$ cat src/rtl/uart_cmd_pkg.sv
// Shared constants and types for the UART command responder:
// frame headers, command and status codes, frame lengths, FSM states.
package uart_cmd_pkg;

    // Default frame header bytes (the top module exposes these as parameters)
    localparam logic [7:0] HDR_CMD_DEF = 8'hA5;
    localparam logic [7:0] HDR_RSP_DEF = 8'h5A;

    // Command codes carried in the CMD byte
    localparam logic [7:0] CMD_WR = 8'h01;
    localparam logic [7:0] CMD_RD = 8'h02;

    // Status codes returned in the STATUS byte
    localparam logic [7:0] ST_OK      = 8'h00;
    localparam logic [7:0] ST_CHK_ERR = 8'hE1;
    localparam logic [7:0] ST_BAD_CMD = 8'hE2;

    // Frame lengths in bytes, header included
    localparam int RX_FRAME_LEN = 5;
    localparam int TX_FRAME_LEN = 4;

    // Responder FSM states
    typedef enum logic [3:0] {
        S_IDLE,
        S_GET_CMD,
        S_GET_ADDR,
        S_GET_DATA,
        S_GET_CHK,
        S_EXEC,
        S_RD_WAIT,
        S_TX_LOAD,
        S_TX_WAIT
    } state_t;

    // Checksum over the three payload bytes of a command frame
    function automatic logic [7:0] frame_chk(input logic [7:0] cmd,
                                             input logic [7:0] addr,
                                             input logic [7:0] data);
        return cmd ^ addr ^ data;
    endfunction

endpackage

$ cat src/rtl/uart_cmd_responder_if.sv
// Bundle of the UART byte handshakes and the local register bus seen by
// the command responder. master = responder side, slave = environment side.
interface uart_cmd_responder_if;

    // UART receive side
    logic       rxd_flag;
    logic [7:0] rxd_data;
    // UART transmit side
    logic       txd_en;
    logic [7:0] txd_data;
    logic       txd_flag;
    // Local register bus
    logic       reg_wr;
    logic       reg_rd;
    logic [7:0] reg_addr;
    logic [7:0] reg_wdata;
    logic [7:0] reg_rdata;
    // Frame in progress
    logic       busy;

    modport master (
        input  rxd_flag, rxd_data, txd_flag, reg_rdata,
        output txd_en, txd_data, reg_wr, reg_rd, reg_addr, reg_wdata, busy
    );

    modport slave (
        output rxd_flag, rxd_data, txd_flag, reg_rdata,
        input  txd_en, txd_data, reg_wr, reg_rd, reg_addr, reg_wdata, busy
    );

endinterface

$ cat src/rtl/uart_cmd_responder.sv
// UART command responder: parses 5-byte command frames from the UART
// receiver, performs one register read or write on the local bus and
// answers with a 4-byte response frame over the UART transmit handshake.
module uart_cmd_responder
    import uart_cmd_pkg::*;
#(
    parameter int unsigned CLK_FREQ    = 50000000,  // informational only
    parameter int unsigned TIMEOUT_CYC = 5000000,   // inter-byte timeout, clk cycles
    parameter logic [7:0]  HDR_CMD     = HDR_CMD_DEF,
    parameter logic [7:0]  HDR_RSP     = HDR_RSP_DEF
) (
    input  logic                   clk,
    input  logic                   rst_n,
    uart_cmd_responder_if.master   bus
);

    // The frame walker below is hard-wired for this frame layout, and the
    // timeout counter needs at least two states to be meaningful.
    if (CLK_FREQ == 0 || TIMEOUT_CYC < 2 ||
        RX_FRAME_LEN != 5 || TX_FRAME_LEN != 4) begin : g_bad_cfg
        $error("uart_cmd_responder: unsupported parameter set");
    end

    localparam int             TMO_W    = (TIMEOUT_CYC > 2) ? $clog2(TIMEOUT_CYC) : 1;
    localparam logic [TMO_W-1:0] TMO_LAST = TMO_W'(TIMEOUT_CYC - 1);
    localparam logic [1:0]     TX_LAST  = 2'(TX_FRAME_LEN - 1);

    state_t             state_q,     state_d;
    logic [1:0]         idx_q,       idx_d;        // response byte index
    logic [7:0]         cmd_q,       cmd_d;
    logic [7:0]         addr_q,      addr_d;
    logic [7:0]         data_q,      data_d;
    logic [7:0]         chk_q,       chk_d;
    logic [7:0]         status_q,    status_d;
    logic [7:0]         rdata_q,     rdata_d;
    logic [7:0]         reg_addr_q,  reg_addr_d;   // bus address held between EXECs
    logic [7:0]         reg_wdata_q, reg_wdata_d;  // bus write data held between EXECs
    logic [TMO_W-1:0]   tmo_q,       tmo_d;

    logic               reg_wr;
    logic               reg_rd;
    logic               txd_en;
    logic               tx_active;
    logic [7:0]         rsp_byte;

    // State and frame latches; async reset aborts any frame in flight
    always_ff @(posedge clk or negedge rst_n) begin
        if (!rst_n) begin
            state_q     <= S_IDLE;
            idx_q       <= '0;
            cmd_q       <= '0;
            addr_q      <= '0;
            data_q      <= '0;
            chk_q       <= '0;
            status_q    <= '0;
            rdata_q     <= '0;
            reg_addr_q  <= '0;
            reg_wdata_q <= '0;
            tmo_q       <= '0;
        end else begin
            state_q     <= state_d;
            idx_q       <= idx_d;
            cmd_q       <= cmd_d;
            addr_q      <= addr_d;
            data_q      <= data_d;
            chk_q       <= chk_d;
            status_q    <= status_d;
            rdata_q     <= rdata_d;
            reg_addr_q  <= reg_addr_d;
            reg_wdata_q <= reg_wdata_d;
            tmo_q       <= tmo_d;
        end
    end

    // Next-state logic: frame reception, execution and response sequencing
    always_comb begin
        state_d     = state_q;
        idx_d       = idx_q;
        cmd_d       = cmd_q;
        addr_d      = addr_q;
        data_d      = data_q;
        chk_d       = chk_q;
        status_d    = status_q;
        rdata_d     = rdata_q;
        reg_addr_d  = reg_addr_q;
        reg_wdata_d = reg_wdata_q;
        tmo_d       = tmo_q;
        reg_wr      = 1'b0;
        reg_rd      = 1'b0;
        txd_en      = 1'b0;

        unique case (state_q)
            S_IDLE: begin
                tmo_d = '0;
                // Anything other than a header byte is line noise
                if (bus.rxd_flag && bus.rxd_data == HDR_CMD) begin
                    state_d = S_GET_CMD;
                end
            end

            S_GET_CMD, S_GET_ADDR, S_GET_DATA, S_GET_CHK: begin
                // A received byte beats a timeout expiring in the same cycle
                if (bus.rxd_flag) begin
                    tmo_d = '0;
                    unique case (state_q)
                        S_GET_CMD: begin
                            cmd_d   = bus.rxd_data;
                            state_d = S_GET_ADDR;
                        end
                        S_GET_ADDR: begin
                            addr_d  = bus.rxd_data;
                            state_d = S_GET_DATA;
                        end
                        S_GET_DATA: begin
                            data_d  = bus.rxd_data;
                            state_d = S_GET_CHK;
                        end
                        default: begin
                            chk_d   = bus.rxd_data;
                            state_d = S_EXEC;
                        end
                    endcase
                end else if (tmo_q == TMO_LAST) begin
                    // Stalled frame: drop it silently
                    tmo_d   = '0;
                    state_d = S_IDLE;
                end else begin
                    tmo_d = tmo_q + 1'b1;
                end
            end

            S_EXEC: begin
                reg_addr_d  = addr_q;
                reg_wdata_d = data_q;
                rdata_d     = 8'h00;
                idx_d       = '0;
                state_d     = S_TX_LOAD;
                // Checksum is judged before the command code
                if (frame_chk(cmd_q, addr_q, data_q) != chk_q) begin
                    status_d = ST_CHK_ERR;
                end else if (cmd_q == CMD_WR) begin
                    reg_wr   = 1'b1;
                    status_d = ST_OK;
                end else if (cmd_q == CMD_RD) begin
                    reg_rd   = 1'b1;
                    status_d = ST_OK;
                    state_d  = S_RD_WAIT;
                end else begin
                    status_d = ST_BAD_CMD;
                end
            end

            S_RD_WAIT: begin
                // Register file returns read data one cycle after the strobe
                rdata_d = bus.reg_rdata;
                state_d = S_TX_LOAD;
            end

            S_TX_LOAD: begin
                txd_en  = 1'b1;
                state_d = S_TX_WAIT;
            end

            S_TX_WAIT: begin
                if (bus.txd_flag) begin
                    idx_d   = idx_q + 1'b1;
                    state_d = (idx_q == TX_LAST) ? S_IDLE : S_TX_LOAD;
                end
            end

            default: begin
                state_d = S_IDLE;
            end
        endcase
    end

    // Response byte selected by the transmit index
    always_comb begin
        rsp_byte = 8'h00;
        unique case (idx_q)
            2'd0:    rsp_byte = HDR_RSP;
            2'd1:    rsp_byte = status_q;
            2'd2:    rsp_byte = rdata_q;
            default: rsp_byte = status_q ^ rdata_q;
        endcase
    end

    assign tx_active = (state_q == S_TX_LOAD) || (state_q == S_TX_WAIT);

    // During EXEC the bus sees the freshly received address/data so the
    // strobe and its operands line up; afterwards the held copies persist.
    assign bus.reg_addr  = (state_q == S_EXEC) ? addr_q : reg_addr_q;
    assign bus.reg_wdata = (state_q == S_EXEC) ? data_q : reg_wdata_q;
    assign bus.reg_wr    = reg_wr;
    assign bus.reg_rd    = reg_rd;
    assign bus.txd_en    = txd_en;
    assign bus.txd_data  = tx_active ? rsp_byte : 8'h00;
    assign bus.busy      = (state_q != S_IDLE);

endmodule

$ cat src/flat_wrapper.sv
// flat-port wrapper written by rule: the top's interface ports become plain ports
module uart_cmd_responder_flat import uart_cmd_pkg::*;
#(
    parameter int unsigned CLK_FREQ    = 50000000,                       
    parameter int unsigned TIMEOUT_CYC = 5000000,                                    
    parameter logic [7:0]  HDR_CMD     = HDR_CMD_DEF,
    parameter logic [7:0]  HDR_RSP     = HDR_RSP_DEF
)
  (clk, rst_n, bus_rxd_flag, bus_rxd_data, bus_txd_flag, bus_reg_rdata, bus_txd_en, bus_txd_data, bus_reg_wr, bus_reg_rd, bus_reg_addr, bus_reg_wdata, bus_busy);
  uart_cmd_responder_if bus_i ();
  input  logic clk;
  input  logic rst_n;
  input wire logic [$bits(bus_i.rxd_flag)-1:0] bus_rxd_flag;
  input wire logic [$bits(bus_i.rxd_data)-1:0] bus_rxd_data;
  input wire logic [$bits(bus_i.txd_flag)-1:0] bus_txd_flag;
  input wire logic [$bits(bus_i.reg_rdata)-1:0] bus_reg_rdata;
  output wire logic [$bits(bus_i.txd_en)-1:0] bus_txd_en;
  output wire logic [$bits(bus_i.txd_data)-1:0] bus_txd_data;
  output wire logic [$bits(bus_i.reg_wr)-1:0] bus_reg_wr;
  output wire logic [$bits(bus_i.reg_rd)-1:0] bus_reg_rd;
  output wire logic [$bits(bus_i.reg_addr)-1:0] bus_reg_addr;
  output wire logic [$bits(bus_i.reg_wdata)-1:0] bus_reg_wdata;
  output wire logic [$bits(bus_i.busy)-1:0] bus_busy;
  assign bus_i.rxd_flag = bus_rxd_flag;
  assign bus_i.rxd_data = bus_rxd_data;
  assign bus_i.txd_flag = bus_txd_flag;
  assign bus_i.reg_rdata = bus_reg_rdata;
  assign bus_txd_en = bus_i.txd_en;
  assign bus_txd_data = bus_i.txd_data;
  assign bus_reg_wr = bus_i.reg_wr;
  assign bus_reg_rd = bus_i.reg_rd;
  assign bus_reg_addr = bus_i.reg_addr;
  assign bus_reg_wdata = bus_i.reg_wdata;
  assign bus_busy = bus_i.busy;
  uart_cmd_responder #(.CLK_FREQ(CLK_FREQ), .TIMEOUT_CYC(TIMEOUT_CYC), .HDR_CMD(HDR_CMD), .HDR_RSP(HDR_RSP)) u_core (.clk(clk), .rst_n(rst_n), .bus(bus_i));
endmodule
$ cat config.mk
export PLATFORM = sky130hd
export DESIGN_NAME = uart_cmd_responder_flat
export DESIGN_NICKNAME = d
export VERILOG_FILES = /design/src/rtl/uart_cmd_pkg.sv /design/src/rtl/uart_cmd_responder_if.sv /design/src/rtl/uart_cmd_responder.sv /design/src/flat_wrapper.sv
export SDC_FILE = /design/constraint.sdc
export NUM_CORES = 1
export LEC_CHECK = 0
export BUFFER_PORTS_ARGS = -buffer_cell sky130_fd_sc_hd__clkbuf_2
export CORE_MARGIN = 1
export CORE_UTILIZATION = 31
export DETAILED_ROUTE_END_ITERATION = 6
export GPL_TIMING_DRIVEN = 0
export MAX_ROUTING_LAYER = met4
export SLEW_MARGIN = 20
export SYNTH_ARGS = -nofsm -noshare
export SYNTH_HDL_FRONTEND = slang
export SYNTH_SLANG_ARGS = --single-unit
$ cat constraint.sdc
create_clock -name clk -period 4.05 [get_ports clk]
set_input_delay 0.81 -clock clk [delete_from_list [all_inputs] [get_ports clk]]
set_output_delay 0.81 -clock clk [all_outputs]
set_load 0.03 [all_outputs]
==> impl_results.md <==
- Post-cts hold buffer count: 0
- Placed instance area: 4820 µm²
- Grt met3 use: 3.63%
- Proportion of layout cells with a drive suffix above 1: 21.0%
- Post-CTS Setup Inserts: 0
- Main flop type after synthesis: dfrtp_1
- Grt met2 use: 24.2%
- Clock tree from TritonCTS: yes
- Synth Register Bits: 88
- FF-to-FF setup slack: 1.81 ns
- ANT nets after route: 0
- CP endpoint kind: output pin
- Async S/R FF share, synth: 100%
- Die W: 121 µm
- Clk buf depth: 2
- Largest net degree at the start of global routing: 89
- Reg clk slew, reported paths: 0.07 ns
- Final Non-Filler Cells: 662
- Hold WS: ~0.47 ns
- Hold Crit Class: register to register
- Clock Skews: 0.00918 ns
- CTS root buf: clkbuf_16
- # setup viols final: 0
- Lkg Pwr: 2.30 nW
- Layout Cell Area excl Fill: between 5000 and 6000 µm²
- DR iter-0 viols: 80
- Post-CTS resize count: 0
- Crit Path Class: register to output pin
- Clk Latency, worst-skew pair: 0.35 ns
- Sink Count: 88
- Antenna violations before repair: 0
- Starting Density: around 32%
- Die Span Y: 121 µm
- Max Slew Vio Count: 0
- Least-Margin Pin Slew: 0.720 ns
- Setup TNS Final: 0 ns
- H-Tree Depth: 3
- Total gr overflow: 0
- Vias in the first global route: 3378
- Placer Congestion: 0.814
- Hold Path Depth: 2
- Register area share after synthesis: around 50%
- RSZ-0062 raised after global routing: false
- Max Clk Rate: 0.285 GHz
- Vias per inst: 5.01
- Antenna diodes: 0
- Mapped Avg Cell Area: around 10 µm²
- YS warnings: 0
- DR vias: 3315
- DRC: 0
- Max cap viols: 0
- EDFF count, synth: 0
- Period utilization: 86.5%
- Area grow syn2layout: 18.0%
- Yosys cell types: 48
- Worst path arrival time: 2.70 ns
- Fin crit period: 3.51 ns
- Final hold violation count: 0
- Port bufs: 46
- Power after layout: 3.58 mW
- Core ar.: 13500 µm²
- Placed cell count: 646
- Detailed-router iteration count before antenna repair: 6
- Syn nets: 449
- DR WL/cell: 14.8 µm
- Startpoint types: register
- Total Wirelength: 9790 µm
- Row count: 42
- Ports: 48
- Grt peak-use layer: met2
- Status: completed
- GRT Overall Usage: 15.2%
- Total die area: 14600 µm²
- First-pass GRT wire length: between 15000 and 20000 µm
- Crit-path max FO: 10
- Power per cell area: 695 nW/µm²
- Fin nets: 506
- Slew headroom: 52.0%
- FF-to-FF path depth: 7
- Mapped Cells: 424
- CP required: 3.24 ns
- Max VDD drop: 429 µV
- Total CTS buffers: 9
- DP Wirelength: 6780 µm
- Mapped cell area: 4360 µm²
- GRT met1 Usage: 19.3%
Yosys cell counts (2+ instances only):
cell | count | area (µm²)
a211oi_1 | 2 | 15.0
a21oi_1 | 14 | 70.1
a221oi_1 | 2 | 17.5
a22o_1 | 12 | 105
a31oi_1 | 2 | 12.5
and2_1 | 4 | 25.0
and3_1 | 4 | 25.0
and4_1 | 5 | 43.8
buf_2 | 3 | 15.0
clkbuf_1 | 11 | 41.3
dfrtp_1 | 88 | 2200
ha_1 | 5 | 62.6
inv_1 | 7 | 26.3
mux2_2 | 33 | 372
mux2i_1 | 3 | 30.0
nand2_1 | 67 | 251
nand2b_1 | 2 | 12.5
nand3_1 | 13 | 65.1
nand3b_1 | 2 | 15.0
nand4_1 | 14 | 87.6
nor2_1 | 35 | 131
nor2b_1 | 6 | 37.5
nor3_1 | 6 | 30.0
nor3b_1 | 2 | 15.0
nor4bb_1 | 2 | 20.0
o21ai_0 | 14 | 70.1
o22ai_1 | 3 | 18.8
or3_1 | 2 | 12.5
or4_1 | 3 | 22.5
or4b_1 | 2 | 20.0
xnor2_1 | 23 | 201
xor2_1 | 17 | 149
final cells by class:
type	instances	area, µm²
Clock inverter	4	77.6
Inverter	7	26.3
Tap cell	176	220
Buffer	16	67.6
Sequential cell	88	2200
Timing Repair Buffer	46	239
Multi-Input combinational cell	313	2070
Fill cell	1321	8360
Clock buffer	12	246
worst max-delay path, cell delays in order, from the launching register on:
cell	delay (ns)
dfrtp_1	0.40
clkbuf_1	0.21
nor2b_1	0.26
and2_1	0.18
clkbuf_1	0.41
buf_1	0.45
nand2_1	0.12
nand2_1	0.10
clkbuf_2	0.20
state kept, by name (all words and copies together) (netlist names):
signal              flops
u_core.cmd_q            8
u_core.chk_q            8
u_core.tmo_q           23
u_core.data_q           8
u_core.status_q         3
u_core.rdata_q          8
u_core.reg_addr_q       8
u_core.reg_wdata_q      8
u_core.addr_q           8
u_core.state_q          4
u_core.idx_q            2
per-stage QoR:
step / setup WS, ns / util [%]
floorplan: 0.971 / -
global placement: 0.930 / 35.6
detailed placement: 0.932 / 35.7
CTS: 0.549 / 38.1
global route: 0.294 / 38.1
finish: 0.545 / 38.1
cell usage in the layout (no fill, tap or decap), types with 3 or more instances in the layout:
master,synthesis,layout
a22o_1,12,12
ha_1,5,5
mux2_2,33,33
nor2b_1,6,6
dfrtp_1,88,88
buf_2,3,3
nor2_1,35,35
o22ai_1,3,3
mux2i_1,3,3
nand3_1,13,13
and2_1,4,4
or4_1,3,3
nand4_1,14,14
clkbuf_1,11,13
inv_1,7,7
xor2_1,17,17
nand2_1,67,67
and4_1,5,5
clkbuf_16,0,9
a21oi_1,14,14
clkbuf_2,0,45
o21ai_0,14,14
and3_1,4,4
xnor2_1,23,23
nor3_1,6,6
final timing paths:
check                                                  end                            start
min                        u_core.reg_wdata_q[7]$_DFF_PN0_  u_core.reg_wdata_q[7]$_DFF_PN0_
min reg2reg                u_core.reg_wdata_q[7]$_DFF_PN0_  u_core.reg_wdata_q[7]$_DFF_PN0_
min in group asynchronous    u_core.rdata_q[3]$_DFFE_PN0P_                            rst_n
max reg2reg                    u_core.tmo_q[8]$_DFFE_PN0P_    u_core.state_q[0]$_DFFE_PN0P_
max                                        bus_reg_addr[3]    u_core.state_q[1]$_DFFE_PN0P_
max in group asynchronous      u_core.idx_q[0]$_DFFE_PN0P_                            rst_n
logic make-up (layout without fill, tap and decap cells):
kind of cell               Yosys count  after routing  synth area share [%]
and+or+nand+nor                    176            176                  20.4
DFF                                 88             88                  50.5
AOI/OAI and AO/OA                   55             55                  8.09
xor gates and xnor gates            40             40                  8.03
muxes                               37             37                  9.46
buffers and inverters               23             85                  2.15
adders and majority gates            5              5                  1.43
power by group:
group / total (mW) / switching (mW) / leakage [nW] / internal, mW
logic: 1.29 / 0.714 / 0.997 / 0.581
registers: 1.38 / 0.219 / 1.15 / 1.16
clock network: 0.903 / 0.343 / 0.157 / 0.560
total: 3.58 / 1.28 / 2.30 / 2.30
layer usage:
metal | wire length, µm | part of all wire, %
met5 | 0 | 0
met4 | 123 | 1.3
met3 | 331 | 3.4
met2 | 4680 | 48
met1 | 4650 | 48
Power figures use the tool's default switching activity.
